## src/rtl/cnn_pkg.sv

```systemverilog
// Shared helpers for the conv datapath: default geometry, packed widths and
// the (ky,kx,c) element placement used by every window producer/consumer.
package cnn_pkg;

    localparam int DEF_KERNEL_SIZE = 3;
    localparam int DEF_DATA_WIDTH  = 16;
    localparam int DEF_CHANNELS    = 1;
    localparam int DEF_ROW_SIZE    = 28;
    localparam int DEF_COLUMN_SIZE = 28;
    localparam int DEF_STRIDE      = 1;

    // PIXEL_W: one pixel with all channels packed, channel 0 in the low bits.
    function automatic int pixel_w(input int channels, input int data_width);
        return channels * data_width;
    endfunction

    // WINDOW_W: a full KxK window of packed pixels.
    function automatic int window_w(input int k, input int channels, input int data_width);
        return k * k * channels * data_width;
    endfunction

    // Bit offset of element (ky,kx,c); ky=0 is the oldest row, kx=0 the leftmost column.
    function automatic int elem_off(input int k, input int channels, input int data_width,
                                    input int ky, input int kx, input int c);
        return ((ky * k + kx) * channels + c) * data_width;
    endfunction

    // Last coordinate along one axis that a stride-aligned window can end on.
    function automatic int last_hit(input int size, input int k, input int stride);
        return (k - 1) + stride * ((size - k) / stride);
    endfunction

endpackage

```

## src/rtl/window_line_buffer.sv

```systemverilog
// One image row of delay: dout is the value written DEPTH enables ago.
// Read-before-write on a wrapping pointer, so it maps onto a simple RAM.
module window_line_buffer #(
    parameter int DEPTH = 28,
    parameter int WIDTH = 16
) (
    input  logic             clock,
    input  logic             sreset_n,
    input  logic             en,
    input  logic [WIDTH-1:0] din,
    output logic [WIDTH-1:0] dout
);

    localparam int PTR_W = (DEPTH > 1) ? $clog2(DEPTH) : 1;
    localparam logic [PTR_W-1:0] PTR_LAST = PTR_W'(DEPTH - 1);

    logic [WIDTH-1:0] mem_q [DEPTH];
    logic [PTR_W-1:0] ptr_q;
    logic [PTR_W-1:0] ptr_d;

    assign dout = mem_q[ptr_q];

    always_comb begin
        ptr_d = ptr_q;
        if (en) begin
            ptr_d = (ptr_q == PTR_LAST) ? '0 : ptr_q + 1'b1;
        end
    end

    always_ff @(posedge clock) begin
        if (!sreset_n) begin
            ptr_q <= '0;
        end else begin
            ptr_q <= ptr_d;
        end
    end

    // Contents are deliberately not cleared; stale rows are masked upstream.
    always_ff @(posedge clock) begin
        if (en) begin
            mem_q[ptr_q] <= din;
        end
    end

endmodule

```

## src/rtl/sliding_window_gen.sv

```systemverilog
// Streaming KxK x CHANNELS window generator with stride, row-edge masking,
// valid/ready on both sides and a per-frame last-window flag.
module sliding_window_gen
    import cnn_pkg::*;
#(
    parameter int KERNEL_SIZE = DEF_KERNEL_SIZE,
    parameter int DATA_WIDTH  = DEF_DATA_WIDTH,
    parameter int CHANNELS    = DEF_CHANNELS,
    parameter int ROW_SIZE    = DEF_ROW_SIZE,
    parameter int COLUMN_SIZE = DEF_COLUMN_SIZE,
    parameter int STRIDE      = DEF_STRIDE
) (
    input  logic                                                      clock,
    input  logic                                                      sreset_n,
    input  logic                                                      in_valid,
    output logic                                                      in_ready,
    input  logic [pixel_w(CHANNELS, DATA_WIDTH)-1:0]                  in_data,
    output logic                                                      out_valid,
    input  logic                                                      out_ready,
    output logic [window_w(KERNEL_SIZE, CHANNELS, DATA_WIDTH)-1:0]    out_window,
    output logic                                                      out_last
);

    localparam int PIXEL_W = pixel_w(CHANNELS, DATA_WIDTH);
    localparam int K       = KERNEL_SIZE;
    localparam int COL_W   = $clog2(ROW_SIZE);
    localparam int ROW_W   = $clog2(COLUMN_SIZE);
    localparam int PH_W    = (STRIDE > 1) ? $clog2(STRIDE) : 1;

    localparam logic [COL_W-1:0] COL_MAX   = COL_W'(ROW_SIZE - 1);
    localparam logic [COL_W-1:0] COL_FIRST = COL_W'(K - 1);
    localparam logic [COL_W-1:0] COL_LAST  = COL_W'(last_hit(ROW_SIZE, K, STRIDE));
    localparam logic [ROW_W-1:0] ROW_MAX   = ROW_W'(COLUMN_SIZE - 1);
    localparam logic [ROW_W-1:0] ROW_FIRST = ROW_W'(K - 1);
    localparam logic [ROW_W-1:0] ROW_LAST  = ROW_W'(last_hit(COLUMN_SIZE, K, STRIDE));
    localparam logic [PH_W-1:0]  PH_MAX    = PH_W'(STRIDE - 1);

    logic [COL_W-1:0]   col_q, col_d;
    logic [ROW_W-1:0]   row_q, row_d;
    logic [PH_W-1:0]    col_ph_q, col_ph_d;
    logic [PH_W-1:0]    row_ph_q, row_ph_d;
    logic               out_valid_q, out_valid_d;
    logic               out_last_q, out_last_d;
    logic [PIXEL_W-1:0] win_q [K][K];
    logic [PIXEL_W-1:0] win_d [K][K];
    logic [PIXEL_W-1:0] lb_out [K-1];
    logic [PIXEL_W-1:0] new_col [K];
    logic               accept;
    logic               col_hit;
    logic               row_hit;
    logic               emit;
    logic               is_last;

    assign in_ready  = !out_valid_q || out_ready;
    assign accept    = in_valid && in_ready;
    assign out_valid = out_valid_q;
    assign out_last  = out_last_q;

    // Cascaded line buffers: buffer gi holds the row that is gi+1 rows old.
    genvar gi, gk;
    generate
        for (gi = 0; gi < K - 1; gi++) begin : g_lb
            logic [PIXEL_W-1:0] lb_in;
            if (gi == 0) begin : g_head
                assign lb_in = in_data;
            end else begin : g_tail
                assign lb_in = lb_out[gi-1];
            end
            window_line_buffer #(
                .DEPTH (ROW_SIZE),
                .WIDTH (PIXEL_W)
            ) u_lb (
                .clock    (clock),
                .sreset_n (sreset_n),
                .en       (accept),
                .din      (lb_in),
                .dout     (lb_out[gi])
            );
        end

        for (gi = 0; gi < K - 1; gi++) begin : g_col
            assign new_col[gi] = lb_out[K-2-gi];
        end
        assign new_col[K-1] = in_data;

        for (gi = 0; gi < K; gi++) begin : g_pack_y
            for (gk = 0; gk < K; gk++) begin : g_pack_x
                assign out_window[elem_off(K, CHANNELS, DATA_WIDTH, gi, gk, 0) +: PIXEL_W] = win_q[gi][gk];
            end
        end
    endgenerate

    // Phases stay 0 until the axis reaches K-1, then count modulo STRIDE.
    always_comb begin
        col_d    = col_q;
        row_d    = row_q;
        col_ph_d = col_ph_q;
        row_ph_d = row_ph_q;
        if (accept) begin
            if (col_q == COL_MAX) begin
                col_d    = '0;
                col_ph_d = '0;
                if (row_q == ROW_MAX) begin
                    row_d    = '0;
                    row_ph_d = '0;
                end else begin
                    row_d = row_q + 1'b1;
                    if (row_q < ROW_FIRST || row_ph_q == PH_MAX) begin
                        row_ph_d = '0;
                    end else begin
                        row_ph_d = row_ph_q + 1'b1;
                    end
                end
            end else begin
                col_d = col_q + 1'b1;
                if (col_q < COL_FIRST || col_ph_q == PH_MAX) begin
                    col_ph_d = '0;
                end else begin
                    col_ph_d = col_ph_q + 1'b1;
                end
            end
        end
    end

    assign col_hit = (col_q >= COL_FIRST) && (col_ph_q == '0);
    assign row_hit = (row_q >= ROW_FIRST) && (row_ph_q == '0);
    assign emit    = accept && col_hit && row_hit;
    assign is_last = (row_q == ROW_LAST) && (col_q == COL_LAST);

    always_comb begin
        out_valid_d = out_valid_q;
        out_last_d  = out_last_q;
        if (emit) begin
            out_valid_d = 1'b1;
            out_last_d  = is_last;
        end else if (out_ready) begin
            out_valid_d = 1'b0;
            out_last_d  = 1'b0;
        end
    end

    always_comb begin
        for (int ky = 0; ky < K; ky++) begin
            for (int kx = 0; kx < K; kx++) begin
                win_d[ky][kx] = win_q[ky][kx];
            end
        end
        if (accept) begin
            for (int ky = 0; ky < K; ky++) begin
                for (int kx = 0; kx < K - 1; kx++) begin
                    win_d[ky][kx] = win_q[ky][kx+1];
                end
                win_d[ky][K-1] = new_col[ky];
            end
        end
    end

    always_ff @(posedge clock) begin
        if (!sreset_n) begin
            col_q       <= '0;
            row_q       <= '0;
            col_ph_q    <= '0;
            row_ph_q    <= '0;
            out_valid_q <= 1'b0;
            out_last_q  <= 1'b0;
            for (int ky = 0; ky < K; ky++) begin
                for (int kx = 0; kx < K; kx++) begin
                    win_q[ky][kx] <= '0;
                end
            end
        end else begin
            col_q       <= col_d;
            row_q       <= row_d;
            col_ph_q    <= col_ph_d;
            row_ph_q    <= row_ph_d;
            out_valid_q <= out_valid_d;
            out_last_q  <= out_last_d;
            for (int ky = 0; ky < K; ky++) begin
                for (int kx = 0; kx < K; kx++) begin
                    win_q[ky][kx] <= win_d[ky][kx];
                end
            end
        end
    end

endmodule

```

## config.mk

```make
export PLATFORM = sky130hd
export DESIGN_NAME = sliding_window_gen
export DESIGN_NICKNAME = d
export VERILOG_FILES = /design/src/rtl/cnn_pkg.sv /design/src/rtl/window_line_buffer.sv /design/src/rtl/sliding_window_gen.sv
export SDC_FILE = /design/constraint.sdc
export NUM_CORES = 1
export LEC_CHECK = 0
export BUFFER_PORTS_ARGS = -buffer_cell sky130_fd_sc_hd__buf_2
export CAP_MARGIN = 20
export CORE_ASPECT_RATIO = 1.1
export CORE_UTILIZATION = 34
export CTS_CLUSTER_DIAMETER = 150
export DETAILED_ROUTE_END_ITERATION = 6
export GPL_ROUTABILITY_DRIVEN = 0
export MAX_ROUTING_LAYER = met4
export PLACE_DENSITY_LB_ADDON = 0.05
export SYNTH_ARGS = -nofsm -noshare
export SYNTH_HDL_FRONTEND = slang
export SYNTH_SLANG_ARGS = --single-unit
```

## constraint.sdc

```tcl
create_clock -name clock -period 5.24 [get_ports clock]
set_input_delay 0.786 -clock clock [delete_from_list [all_inputs] [get_ports clock]]
set_output_delay 0.786 -clock clock [all_outputs]
set_load 0.02 [all_outputs]
```

==> run metrics, run 1 <==
run status=complete, no violations; initial antenna violation count=1; CTS tree=built; die area=123,000 um^2; Crit path required time=5.68 ns; ranking of synthesized cells by area=edfxtp_1 (65%), dfxtp_1 (8.7%), mux2i_1 (6.5%); area of the multi-input gates=10,100 um^2; Synth area leader=edfxtp_1; via count=22,300; # DRC=0; global-route wire length before repair=175 mm; cell family with most CP delay=flip-flops; final hold vios=0; post-synthesis sequential area ratio=74.0%; dominant synthesized flop cell=edfxtp_1; P_sw=4220 uW; First DRT Iteration DRCs=1,547; crit-path most repeated cell=buf_4; arrival time at the worst endpoint=4.03 ns; critical path's slowest cell=dfxtp_4; Final Setup Violations=0; peak supply drop=0.000280 V; IO buf count=166; Post-Syn Nets=2,487; WL per Instance=28.3 um; placed cells=4,119; Die X-Extent=334 um; Synth warnings=0; Clk pwr share=42.4%; Final period util=68.6%; Setup Skew=0.0395 ns; Die Ht=367 um; Yosys reg bits=1,074; root buffer cell=clkbuf_16; DRT Wirelength=123 mm; Final Max Tran Viols=0; Cell variety after synth=48; switching portion of total power=22.8%; worst-margin pin slew=1.09 ns; IO Pins=167; Reg area=30,500 um^2; Num CTS Buffers=116; Min Hold Slack=0.428 ns; Comb power frac=6.1%; unrepaired setup endpoints after global routing=no; total gr overflow=0; vias in the first global route=22,700; cts repair resizes=0; PD cells=387 nW/um^2; max_cap viols=0; Reg power frac=51.4%; layout net count=2,719; hold_buf cts=0; FFs w/ async S/R, synth=0%; CTS H-Tree Depth=3; met2 WL=64.5 mm; GR Util All Layers=20.6%; Internal=14,300 uW; share of cells above drive strength 1=20.2%; Clock Latency Late Sink=0.71 ns; hold crit path type=primary input to flip-flop; clock transition at the registers of the reported paths=0.06 ns; Crit path buffers/inverters=3; Cell Rows=133; Leak Pwr=0.0153 uW; area share of the largest cell type after synthesis=65.3%; Post-Synthesis Cells=2,455; syn_area_per_cell=16.8 um^2; total power draw=18,600 uW; area grow syn2layout=16.5%; Slew HR=25.4%; Sink Count=1,074; Final min period=3.59 ns; Max Clk Rate=278 MHz; Worst Setup Start Kind=flip-flop; TritonRoute pass-1 iters=6; Max stage delay on crit path=1.07 ns; CP max FO=54; placed wire-length estimate=78.9 mm; largest net degree at the start of global routing=85; crit path kind=flip-flop to flip-flop; core area=120,000 um^2; metal3 WL=3.69 mm; post-synthesis cell area=41,200 um^2; # fillers=11,000; DRT antenna net count=0; fin util=40.0%; Post-synth EDFFs=896; postcts setup bufs=0; via/cell ratio=5.15; CTS max path bufs=3; M1 wire length=51.5 mm; crit-path cells=buf_4 -> buf_4 -> mux2i_1 -> a22oi_1 -> a21oi_1 -> nor4_2 -> buf_4; setup total negative slack=0 ns; Setup crit end kind=flip-flop; Initial Utilization=34.4%; final non-filler cell total=4,342; top routing layer used=met4
-- tightest hold or removal path: stages --
cell      delay (ns)
buf_2           0.11
or3b_2          0.11
a21boi_0        0.07
-- kinds of logic (layout without fill, tap and decap cells) --
family,count (synthesis),after routing,synth area share (%)
xor gates and xnor gates,3,3,0.0638
adders and majority gates,12,12,0.365
other,0,3,0
muxes,375,375,12.1
DFF,1074,1074,74.0
and+or+nand+nor,441,441,4.69
buffers and inverters,159,491,1.88
AOI/OAI and AO/OA,391,391,6.95
-- layout make-up --
cell class              instances  share of cell area, %
diodes                          3                 0.0157
clock buffers                 159                   6.69
clock inverters                59                  0.945
inverters                      10                 0.0783
multi-input cells            1222                   21.1
flip-flops and latches       1074                   63.6
well taps                    1552                   4.05
repair buffers                263                   3.53
-- metal layers --
layer / vias up / global-route usage [%]
met2: 408 / 35.7
met5: - / -
met4: 0 / 5.73
met1: 11700 / 25.3
li1: 10100 / -
met3: 168 / 2.23
-- power by group through the flow --
| stage | clock network [uW] | registers [uW] | logic (uW) |
|---|---|---|---|
| final | 7880 | 9550 | 1130 |
| after detailed placement | 0 | 9730 | 1160 |
| after global placement | 0 | 9730 | 1150 |
| after floorplan | 0 | 9730 | 579 |
| after global routing | 8390 | 9560 | 1210 |
| after CTS | 8070 | 9550 | 1170 |
-- final timing paths --
kind	startpoint	to	slack, ns	depth (start not counted)
setup reg to reg	flip-flop	g_lb[1].u_lb.mem_q[25][3]	1.65	7
hold / removal	out_ready	out_last	0.43	3
setup / recovery	flip-flop	g_lb[1].u_lb.mem_q[25][3]	1.65	7
hold reg to reg	win_q[0][141]	win_q[0][141]	0.46	2
-- synth_stat cells, types with 2 or more instances --
| master | instances |
|---|---|
| or2_2 | 3 |
| nor2b_1 | 33 |
| a31oi_1 | 4 |
| nand2b_1 | 5 |
| nor2_1 | 84 |
| o221ai_1 | 21 |
| a2111oi_0 | 16 |
| clkbuf_1 | 77 |
| and3_1 | 6 |
| mux2i_1 | 269 |
| a22o_1 | 21 |
| and4b_1 | 2 |
| nand2_1 | 246 |
| o21ai_0 | 10 |
| or4_1 | 2 |
| and2_1 | 4 |
| buf_4 | 22 |
| xor2_1 | 2 |
| buf_2 | 35 |
| nor3_1 | 9 |
| mux4_1 | 14 |
| nand3_1 | 13 |
| mux2_2 | 15 |
| mux4_2 | 77 |
| a21oi_1 | 52 |
| o21a_1 | 3 |
| a21boi_0 | 118 |
| dfxtp_1 | 178 |
| edfxtp_1 | 896 |
| inv_1 | 9 |
| nand4_1 | 2 |
| a211oi_1 | 38 |
| ha_1 | 12 |
| nor4_1 | 17 |
| buf_6 | 5 |
| or3_1 | 6 |
| a22oi_1 | 96 |
| o22a_1 | 11 |
| nand3b_1 | 6 |
| buf_1 | 8 |
-- registers in the layout, indices dropped and copies added, names as in the netlist, named ones only --
register / cells
out_valid: 1
row_ph_q: 1
g_lb.u_lb.ptr_q: 10
row_q: 5
g_lb.u_lb.mem_q: 896
win_q: 144
col_q: 5
col_ph_q: 1
out_last: 1
-- per-stage QoR --
step	setup WS [ns]	cell area (um^2)
2_1_floorplan	1.85	41200
3_3_place_gp	1.60	44100
3_5_place_dp	1.63	44300
4_1_cts	1.59	47900
5_1_grt	1.48	47900
6_report	1.65	48000
-- layout by cell type (no fill, tap or decap), types with 52 or more instances in the layout --
cell type,count
dfxtp_1,174
a21boi_0,118
buf_2,165
mux4_2,77
buf_4,80
nor2_1,58
mux2i_1,269
a22oi_1,96
clkbuf_16,118
edfxtp_1,896
a21oi_1,52
nand2_1,245
Power figures use the tool's default switching activity.
==> inputs of run 2 (changes only) <==
ABC_AREA = 1   (was unset)
clock period = 3.5 ns   (was 5.24 ns; I/O delays follow)
==> run metrics, run 2 <==
post-synthesis sequential area ratio=69.8%; crit path kind=flip-flop to flip-flop; initial antenna violation count=3; Post-Syn Nets=4,174; hold_buf cts=0; run status=complete, no violations; fin area=50,800 um^2; IO buf count=166; PD cells=581 nW/um^2; GR Util All Layers=21.7%; max_cap viols=0; dominant synthesized flop cell=edfxtp_1; Cell Rows=137; Initial Utilization=34.4%; Synth area leader=edfxtp_1; most common cell after layout, fill and taps aside=nand2_1; unrepaired setup endpoints after global routing=no; Worst R2R Path Depth=9; worst-margin pin slew=0.919 ns; Setup Skew=0.0295 ns; cts repair resizes=0; Post-Synthesis Cells=4,142; DRT antenna net count=0; Setup crit end kind=flip-flop; CP max FO=93; vias in the first global route=28,800; Yosys reg bits=1,074; Sink Count=1,074; global-route wire length before repair=200 mm; biggest regs=g_lb.u_lb.mem_q (896), win_q (144), g_lb.u_lb.ptr_q (10); placed wire-length estimate=80.7 mm; Reg area=30,500 um^2; Worst Setup Start Kind=flip-flop; Clock Latency Late Sink=0.73 ns; WL per Instance=22.5 um; area share of the largest cell type after synthesis=61.7%; via/cell ratio=4.80; area grow syn2layout=16.3%; max FFs per register=896; Worst setup endpoint=g_lb[1].u_lb.mem_q[2][13]; postcts setup bufs=0; hold crit path type=primary input to flip-flop; Cell variety after synth=32; via count=29,300; Final Setup Violations=0; CTS max path bufs=3; total gr overflow=0; Synth warnings=0; die area=130,000 um^2; # fillers=12,500; layout net count=4,367; largest net degree at the start of global routing=140; final hold vios=0; area of the multi-input gates=10,700 um^2; Hold Path Depth=4; arrival time at the worst endpoint=3.24 ns; setup total negative slack=0 ns; top post-synthesis cells by count=nand2_1 (1,082), edfxtp_1 (896), nand3_1 (578); Die Ht=378 um; Leak Pwr=0.0201 uW; FFs w/ async S/R, synth=0%; Crit path required time=3.90 ns; peak supply drop=0.000445 V; TritonRoute pass-1 iters=7; top-count cell post-synth=nand2_1; Post-synth EDFFs=896; r2r setup slk=0.67 ns; Final min period=2.83 ns; CTS tree=built; Final period util=81.0%; Max Clk Rate=353 MHz; Slew HR=38.4%; clock transition at the registers of the reported paths=0.06 ns; DRT Wirelength=137 mm; post-synthesis cell area=43,600 um^2; Hold Startpoint=out_ready; r2r endpoint=g_lb[1].u_lb.mem_q[2][13]; DP Area=46,900 um^2; # DRC=0; core area=127,000 um^2; IO Pins=167; Top reg by flops=g_lb.u_lb.mem_q; most frequent cells in the layout=nand2_1 (1,082), edfxtp_1 (896), nand3_1 (578); Final Max Tran Viols=0; Die X-Extent=344 um; Num CTS Buffers=121; CTS H-Tree Depth=3; share of cells above drive strength 1=11.9%; syn_area_per_cell=10.5 um^2; ranking of synthesized cells by area=edfxtp_1 (62%), nand2_1 (9.3%), dfxtp_1 (8.2%); root buffer cell=clkbuf_16; First DRT Iteration DRCs=2,037
[run 2: cell types whose count changed after synthesis, sizes merged, moves of 118 or more]
cell / before / now
a21boi: 118 / 0
nand2: 246 / 1084
o21ai: 10 / 227
nor2: 84 / 443
mux2i: 269 / 0
inv: 10 / 357
nand3: 13 / 578
[run 2: layer usage]
metal	wire, um	up-vias	share of wire [%]	global-route usage [%]
met1	59900	14400	44	27.4
met2	68400	544	50	36.2
li1	-	14300	-	-
met4	4170	0	3.0	7.31
met3	4920	184	3.6	2.47
met5	0	-	0	-
[run 2: per-stage QoR]
stage / power, uW / util, % / setup WS, ns / std cells / hold WS [ns]
finish: 29500 / 40.0 / 0.665 / 6107 / 0.101
global route: 30600 / 40.0 / 0.564 / 6106 / 0.107
CTS: 29900 / 40.0 / 0.675 / 6106 / 0.0386
detailed placement: 17400 / 36.9 / 0.717 / 5880 / 0.426
global placement: 17400 / 36.9 / 0.730 / 5880 / 0.422
floorplan: 16100 / - / 0.780 / 4142 / 0.409
[run 2: worst min-delay path by stage]
stage / end
2_1_floorplan: row_ph_q
3_3_place_gp: col_ph_q
3_5_place_dp: col_ph_q
4_1_cts: out_last
5_1_grt: out_last
6_report: out_last
[run 2: area by class of cell]
type,instances,area share (%)
antenna,1,0.00493
clock buffer,168,6.70
clock inverter,58,0.910
inverter,360,2.70
multi-input combinational,2470,21.1
sequential,1074,60.1
tap,1668,4.11
timing repair buffer,308,4.36
[run 2: power by group]
part           switching (uW)  internal [uW]  leakage (uW)  total (uW)
clock                    5190           7240       0.00189       12400
combinational            1990            658       0.00862        2640
sequential                170          14300       0.00955       14400
total                    7350          22200        0.0201       29500
[run 2: kinds of logic after synthesis]
logic type      Yosys count  share of synthesized area, %
fa+ha+maj                12                         0.344
xor+xnor                  4                        0.0803
flops                  1074                          69.8
buf+inv                 598                          5.78
compound gates          322                          3.84
simple gates           2132                          20.1
[run 2: critical path, stage by stage, from the launching register on]
cell     delay [ns]
dfxtp_4        0.53
buf_12         0.38
nand3_1        0.14
nand2_1        0.11
nand2_1        0.05
nand3_1        0.21
nand3_1        0.33
nand2_1        0.24
inv_1          0.07
buf_4          0.25
==> inputs of run 3 (changes only) <==
clock period = 2.5 ns   (was 3.5 ns; I/O delays follow)
==> run metrics, run 3 (synthesized netlist as in run 2, its figures left out) <==
run status=complete, no violations; via count=29,500; # DRC=0; vias in the first global route=28,900; peak supply drop=0.000526 V; crit-path most repeated cell=nand2_1; hold crit path type=primary input to flip-flop; CTS H-Tree Depth=3; Worst Setup Start Kind=flip-flop; CTS tree=built; CP max FO=28; IO buf count=166; most frequent cells in the layout=nand2_1 (1,082), edfxtp_1 (896), nand3_1 (577); unrepaired setup endpoints after global routing=no; largest net degree at the start of global routing=80; Hold Startpoint=in_data[1]; biggest regs=g_lb.u_lb.mem_q (896), win_q (144), g_lb.u_lb.ptr_q (10); total gr overflow=0; fin util=40.5%; Final period util=95.3%; layout net count=4,400; Final min period=2.38 ns; Cell Rows=137; Num CTS Buffers=121; Slew HR=39.9%; initial antenna violation count=3; WL per Instance=22.4 um; max_cap viols=0; DRT antenna net count=0; Initial Utilization=34.4%; fin area=51,500 um^2; crit-path cells=buf_12 -> buf_4 -> buf_4 -> nand2_1 -> nand3_1 -> nand3_1 -> nand2_1 -> nand2_1 -> nand3_1 -> nand2_1 -> buf_12; TritonRoute pass-1 iters=5; Max stage delay on crit path=0.38 ns; DP Area=47,600 um^2; Min Hold Slack=0.0681 ns; Max Clk Rate=420 MHz; critical path's slowest cell=dfxtp_4; clock transition at the registers of the reported paths=0.06 ns; core area=127,000 um^2; Setup Skew=0.0308 ns; Setup crit end kind=flip-flop; Sink Count=1,074; PD cells=807 nW/um^2; total power draw=41,500 uW; First DRT Iteration DRCs=1,904; Final Setup Violations=0; Clock Latency Late Sink=0.73 ns; final hold vios=0; root buffer cell=clkbuf_16; global-route wire length before repair=200 mm; Top reg by flops=g_lb.u_lb.mem_q; die area=130,000 um^2; area grow syn2layout=18.0%; Leak Pwr=0.0204 uW; r2r setup slk=0.12 ns; Die Ht=378 um; max FFs per register=896; IO Pins=167; Die X-Extent=344 um; GR Util All Layers=21.9%; most common cell after layout, fill and taps aside=nand2_1; DRT Wirelength=137 mm; share of cells above drive strength 1=12.7%; crit path kind=flip-flop to flip-flop; Crit path required time=2.92 ns; arrival time at the worst endpoint=2.81 ns; placed wire-length estimate=82.0 mm; Final Max Tran Viols=0; CTS max path bufs=3; via/cell ratio=4.80; worst-margin pin slew=0.902 ns
[run 3: cell count changes in the layout (fill, tap and decap cells not counted), moves of 2 or more]
cell / previous run / this run
clkbuf_1: 34 / 27
clkbuf_8: 7 / 13
dlygate4sd3_1: 0 / 2
buf_4: 118 / 112
buf_12: 25 / 61
clkbuf_4: 0 / 5
diode_2: 1 / 3
clkinvlp_4: 3 / 1
[run 3: power by group]
group          internal, uW  switching [uW]  leakage (uW)  total, uW
sequential            20000             205       0.00955      20200
combinational          1110            2870       0.00897       3980
clock                 10200            7220       0.00192      17400
total                 31200           10300        0.0204      41500
[run 3: routing by layer]
layer / vias up / global-route usage, % / routed length [um]
li1: 14300 / - / -
met1: 14400 / 27.2 / 59000
met2: 592 / 36.6 / 68800
met3: 191 / 2.64 / 5200
met4: 0 / 7.69 / 4400
met5: - / - / 0
[run 3: repair_timing]
| action | 4_1_cts | 5_1_grt |
|---|---|---|
| buffers inserted | 0 | 0 |
| endpoints found under the setup margin | 0 | 28 |
| gates resized for setup | 0 | 2 |
| endpoints found under the hold margin | 13 | 0 |
| hold buffers | 2 | 0 |
[run 3: final timing paths]
| check | endpoint | depth (start not counted) |
|---|---|---|
| worst max-delay path | g_lb[1].u_lb.mem_q[1][1] | 11 |
| worst min-delay path | g_lb[0].u_lb.mem_q[17][1] | 1 |
| worst max register to register | g_lb[1].u_lb.mem_q[1][1] | 11 |
| worst min register to register | col_ph_q | 2 |
[run 3: metrics by stage]
stage	TNS (ns)	setup slack [ns]	std cells
floorplan	-3.92	-0.0817	4142
global placement	0	0.0614	5911
detailed placement	0	0.0455	5911
CTS	0	0.0235	6139
global route	0	0.0223	6139
finish	0	0.118	6142
[run 3: layout make-up]
class / count / area [um^2]
Fill cell: 12500 / 75500
Sequential cell: 1074 / 30500
Multi-Input combinational cell: 2470 / 10700
Clock buffer: 171 / 3470
Timing Repair Buffer: 341 / 2940
Tap cell: 1668 / 2090
Inverter: 360 / 1370
Clock inverter: 55 / 405
Antenna cell: 3 / 7.51
[run 3: critical path, delay by kind of cell (launching register included)]
kind | cells | cell delay [ns]
buf+inv | 4 | 0.93
flops | 1 | 0.38
simple gates | 7 | 0.73
